## src/rtl/mouse_pos_tracker.sv

```systemverilog
// Purpose : assembles 3-byte PS/2 mouse packets into a clamped absolute cursor position and button state.
// Latency : internal position 1 cycle after the third byte; outputs follow at the next vblnk rising edge.
// Backpr. : none; every rx_valid strobe is consumed, and bytes failing sync in B0 are dropped with pkt_err.
//
// Ports   : clk, rst_n (async, active-low); rx_data/rx_valid byte stream from the PS/2 receiver;
//           vblnk from the timing generator; xpos/ypos/left/right frame-stable cursor state;
//           pkt_err one-cycle pulse on a dropped byte or a timed-out packet.
// Option  : define MOUSE_PKT_TIMEOUT_EN to abandon a packet whose inter-byte gap reaches TIMEOUT_CYCLES.
module mouse_pos_tracker #(
    parameter int HOR_PIXELS     = 800,
    parameter int VER_PIXELS     = 600,
    parameter int TIMEOUT_CYCLES = 2_000_000
) (
    input  logic        clk,
    input  logic        rst_n,
    input  logic [7:0]  rx_data,
    input  logic        rx_valid,
    input  logic        vblnk,
    output logic [11:0] xpos,
    output logic [11:0] ypos,
    output logic        left,
    output logic        right,
    output logic        pkt_err
);

    localparam logic [11:0]        X_RST = 12'(HOR_PIXELS / 2);
    localparam logic [11:0]        Y_RST = 12'(VER_PIXELS / 2);
    localparam logic signed [13:0] X_MAX = 14'(HOR_PIXELS - 1);
    localparam logic signed [13:0] Y_MAX = 14'(VER_PIXELS - 1);

    typedef enum logic [1:0] {B0, B1, B2} state_t;

    state_t      state;
    logic        flag_l, flag_r, flag_sx, flag_sy, flag_ox, flag_oy;
    logic [7:0]  x_byte;
    logic [11:0] pos_x, pos_y;
    logic        btn_l, btn_r;
    logic        vblnk_q;

    logic [8:0]         dx, dy;
    logic signed [13:0] sum_x, dif_y;
    logic [11:0]        new_x, new_y;
    logic               tmo_hit;

    // Next position, evaluated for the B2 byte currently on rx_data.
    // A flagged overflow zeroes only that axis.
    always_comb begin
        dx    = flag_ox ? 9'd0 : {flag_sx, x_byte};
        dy    = flag_oy ? 9'd0 : {flag_sy, rx_data};
        sum_x = $signed({2'b00, pos_x}) + $signed({{5{dx[8]}}, dx});
        // PS/2 Y grows upward, screen Y grows downward.
        dif_y = $signed({2'b00, pos_y}) - $signed({{5{dy[8]}}, dy});

        if (sum_x < 14'sd0)      new_x = 12'd0;
        else if (sum_x > X_MAX)  new_x = X_MAX[11:0];
        else                     new_x = sum_x[11:0];

        if (dif_y < 14'sd0)      new_y = 12'd0;
        else if (dif_y > Y_MAX)  new_y = Y_MAX[11:0];
        else                     new_y = dif_y[11:0];
    end

`ifdef MOUSE_PKT_TIMEOUT_EN
    localparam int CNT_W = $clog2(TIMEOUT_CYCLES + 1);
    logic [CNT_W-1:0] tmo_cnt;

    // Fires on the idle cycle that brings the inter-byte gap to TIMEOUT_CYCLES.
    assign tmo_hit = (state != B0) && !rx_valid && (tmo_cnt == CNT_W'(TIMEOUT_CYCLES - 1));

    always_ff @(posedge clk or negedge rst_n) begin
        if (!rst_n)                          tmo_cnt <= '0;
        else if (state == B0 || rx_valid || tmo_hit) tmo_cnt <= '0;
        else                                 tmo_cnt <= tmo_cnt + 1'b1;
    end
`else
    assign tmo_hit = 1'b0;
`endif

    always_ff @(posedge clk or negedge rst_n) begin
        if (!rst_n) begin
            state   <= B0;
            flag_l  <= 1'b0;
            flag_r  <= 1'b0;
            flag_sx <= 1'b0;
            flag_sy <= 1'b0;
            flag_ox <= 1'b0;
            flag_oy <= 1'b0;
            x_byte  <= 8'd0;
            pos_x   <= X_RST;
            pos_y   <= Y_RST;
            btn_l   <= 1'b0;
            btn_r   <= 1'b0;
            pkt_err <= 1'b0;
        end else begin
            pkt_err <= 1'b0;
            if (tmo_hit) begin
                state   <= B0;
                pkt_err <= 1'b1;
            end else if (rx_valid) begin
                case (state)
                    B0: begin
                        if (rx_data[3]) begin
                            flag_l  <= rx_data[0];
                            flag_r  <= rx_data[1];
                            flag_sx <= rx_data[4];
                            flag_sy <= rx_data[5];
                            flag_ox <= rx_data[6];
                            flag_oy <= rx_data[7];
                            state   <= B1;
                        end else begin
                            pkt_err <= 1'b1;
                        end
                    end
                    B1: begin
                        x_byte <= rx_data;
                        state  <= B2;
                    end
                    B2: begin
                        pos_x <= new_x;
                        pos_y <= new_y;
                        btn_l <= flag_l;
                        btn_r <= flag_r;
                        state <= B0;
                    end
                    default: state <= B0;
                endcase
            end
        end
    end

    // Shadow copy at vblnk rising edge. A commit in the same cycle is not yet
    // visible here, so it shows one frame later. vblnk_q resets high so a
    // vblnk already high at reset release is not taken as an edge.
    always_ff @(posedge clk or negedge rst_n) begin
        if (!rst_n) begin
            vblnk_q <= 1'b1;
            xpos    <= X_RST;
            ypos    <= Y_RST;
            left    <= 1'b0;
            right   <= 1'b0;
        end else begin
            vblnk_q <= vblnk;
            if (vblnk && !vblnk_q) begin
                xpos  <= pos_x;
                ypos  <= pos_y;
                left  <= btn_l;
                right <= btn_r;
            end
        end
    end

endmodule

```

## config.mk

```make
export PLATFORM = sky130hd
export DESIGN_NAME = mouse_pos_tracker
export DESIGN_NICKNAME = d
export VERILOG_FILES = /design/src/rtl/mouse_pos_tracker.sv
export SDC_FILE = /design/constraint.sdc
export NUM_CORES = 1
export LEC_CHECK = 0
export ABC_AREA = 1
export CORE_MARGIN = 2
export CORE_UTILIZATION = 50
export DETAILED_ROUTE_END_ITERATION = 10
export PLACE_DENSITY = 0.71
export SYNTH_ARGS = -nofsm -noshare
export SYNTH_HDL_FRONTEND = slang
export SYNTH_SLANG_ARGS = --single-unit
export TNS_END_PERCENT = 5
```

## constraint.sdc

```tcl
create_clock -name clk -period 4.5 [get_ports clk]
set_clock_uncertainty 0.2 [all_clocks]
set_input_delay 0.675 -clock clk [delete_from_list [all_inputs] [get_ports clk]]
set_output_delay 0.675 -clock clk [all_outputs]
set_load 0.03 [all_outputs]
```

==> reports/metrics.yaml <==
outcome:
  outcome: "finished clean"
power_and_ir_drop:
  p_total_w: 0.003723
  power-per-cell-area_mw_per_mm2: 713.5
  leakage_nw: 2.778
  max-vdd-ir-drop_mv: 0.3701
timing:
  maxSlewViolCount: 0
  rsz0062_at_grt: "false"
  max-slew-margin-rel: 0.2394
  worstMarginPinSlew_ns: 1.138
  final.period_utilization: 0.6634
  max_freq_ghz: 0.3350
  setup_viol: 0
  fin_setup_tns_ns: 0
  period_needed_ns: 2.985
  final_hold_viol_count: 0
synthesis:
  synthesis.nets: 638
  yosysTopAreaCell: "dfrtp_1"
  synth-edff-count: 0
  synth_xor_area_frac: 0.01713
  synth_compound_area_frac: 0.05028
  yosys_warnings: 0
  ys_seq_area_frac: 0.3975
  synth_top_area_share: 0.3090
  synth_cells: 597
  synth_fa_ha_area_frac: 0.08483
  ys_top_cells_by_area: "dfrtp_1 31%, nand2_1 18%, dfstp_2 8.8%"
  synth_mux_area_frac: 0.04551
  yosys_most_used_dff: "dfrtp_1"
  synth_area_mm2: 0.004454
  synthTopCellsByCount: "209 x nand2_1, 100 x inv_1, 55 x dfrtp_1, 43 x nand3_1, 36 x nor2_1"
  ys_types: 29
  synth_most_common_cell: "nand2_1"
  avgSynthCellArea_um2: 7.461
  synth_top_family_by_area: "simple AND/OR/NAND/NOR gates"
  post_synth_and_or_nand_nor_area_fraction: 0.3126
  async_flop_share: 1.000
  ys_ff_latch: 70
finish:
  fill_cells: 805
  multi_input_area_mm2: 0.002273
  n_antenna_cell: 0
  seqCellArea_mm2: 0.001770
  area.growth.synth_to_final_pct: 17.16
  drive_above_1_share: 0.1080
  fin_nets: 684
floorplanning:
  core-area_mm2: 0.008678
  die_y_um: 98.39
  start_util: 0.5133
  dieArea_mm2: 0.009680
  num_rows: 34
  ios: 39
  die_w_um: 98.39
global_route:
  grt_usage: 0.2191
  antenna_found_initial: 0
  grt_max_degree: 44
  grt_pass1_vias: 3855
  overflow: 0
  grt_pass1_wl_um: 17170
clock_network:
  h-tree-depth: 3
  cts_hold_buf: 0
  cts_tree: "built"
  clkLatencyLatePin_ns: 0.35
  path_clk_slew_ns: 0.08
  cts_made_buffers: 9
  cts_root_buf: "clkbuf_8"
  post_cts_buffers: 0
  cts_resized: 0
  clock_path_buffers: 2
  clkSinkCount: 70
detailed_routing:
  vias_per_cell: 5.123
  drc_errors: 0
  dr_total_vias: 3873
  drt_iter0_drc: 152
  wl_um: 10010
  drt-pass1-iter-count: 5
  wl_per_cell_um: 13.24
  antenna_left: 0
worst_setup_path:
  cpMaxStageDelayCell: "nor2_1"
  crit_family: "simple AND/OR/NAND/NOR gates"
  worstPathArrival_ns: 3.03
  critical_path_depth: 12
  reg2reg_from: "flag_ox$_DFFE_PN0P_"
  cp_cell_sequence: "nor2_1 > ha_1 > nand2_1 > inv_1 > a21oi_1 > nand4_1 > nand2_1 > nand3_2 > nor2_4 > nand3_1 > nand2_1 > nand2_1"
  rr_endpoint: "pos_x[9]$_DFFE_PN0P_"
  cp_max_fo: 10
  reg2reg_depth: 12
  endpoint: "pos_x[9]$_DFFE_PN0P_"
  cpPeakStageDelay_ns: 0.58
  rrSetupSlack_ns: 1.51
  worstPathRequired_ns: 4.54
  critPathLaunchType: "register"
  cp_num_buf_inv: 1
  path_class: "reg2reg"
  critical_path.most_common_cell: "nand2_1"
  end_kind: "register"
  crit_start: "flag_ox$_DFFE_PN0P_"
min_path:
  hold_path_class: "reg2reg"
placement:
  port_buffers: 38
  hpwl_um: 7595
  place_congestion: 0.9229
flow_run:
  maxCapViolCount: 0
-- state kept, by name (all words and copies together), names as in the netlist --
signal,flops
pos_x,12
pos_y,12
xpos,12
ypos,12
x_byte,8
state,2
btn_l,1
btn_r,1
flag_l,1
flag_ox,1
flag_oy,1
flag_r,1
flag_sx,1
flag_sy,1
left,1
pkt_err,1
right,1
vblnk_q,1
-- per-layer routing --
layer / vias up / wire length (um) / track usage
met4: 0 / 167 / 0.06533
met1: 1818 / 4273 / 0.2668
met2: 73 / 5197 / 0.3967
met3: 18 / 372 / 0.03722
li1: 1964 / - / -
met5: - / 0 / 0
-- area by class of cell --
class | count | area share
inverter | 101 | 0.07264
tap | 108 | 0.02589
clock buffer | 11 | 0.02709
timing repair buffer | 43 | 0.07912
multi-input combinational | 418 | 0.4356
sequential | 70 | 0.3392
clock inverter | 5 | 0.02038
-- power by group --
group / internal [W] / switching, W / total, W
Combinational: 0.000761 / 0.00131 / 0.00207
Clock: 0.000385 / 0.000247 / 0.000632
Sequential: 0.000874 / 0.000149 / 0.00102
-- cell usage in the layout (no fill, tap or decap), drive strengths merged, types with 11 or more instances in the layout --
cell type      netlist  routed
nand2              214     214
clkbuf               7      11
mux2                18      18
a21oi               14      14
clkdlybuf4s50        0      37
nor2                39      39
ha                  27      27
nand4               17      17
dfstp               15      15
o21ai               27      27
nand3               45      45
dfrtp               55      55
inv                101     101
-- through the flow --
stage	instances	cell area, um^2	setup slack [ns]	hold WS [ns]	util
after floorplan	597	4454	1.916	0.1794	-
after global routing	756	5219	1.240	0.2665	0.6014
final	756	5219	1.515	0.2356	0.6014
after global placement	740	4971	1.320	0.2211	0.5728
after CTS	756	5219	1.537	0.2420	0.6014
after detailed placement	740	4971	1.255	0.2314	0.5728
-- worst min path at each step --
stage | startpoint | end | slack (ns) | cells after the start
floorplan | rst_n | btn_l$_DFFE_PN0P_ | 0.18 | 0
global placement | state[1]$_DFFE_PN0P_ | pkt_err$_DFF_PN0_ | 0.22 | 1
detailed placement | state[1]$_DFFE_PN0P_ | pkt_err$_DFF_PN0_ | 0.23 | 1
CTS | state[1]$_DFFE_PN0P_ | pkt_err$_DFF_PN0_ | 0.24 | 1
global route | state[1]$_DFFE_PN0P_ | pkt_err$_DFF_PN0_ | 0.27 | 1
finish | state[1]$_DFFE_PN0P_ | pkt_err$_DFF_PN0_ | 0.24 | 1
-- kinds of logic (layout without fill, tap and decap cells) --
logic type      after synthesis  in the layout
xor+xnor                      7              7
mux                          18             18
flops                        70             70
simple gates                322            322
compound gates               42             42
fa+ha+maj                    29             29
buf+inv                     109            160
Power figures use the tool's default switching activity.
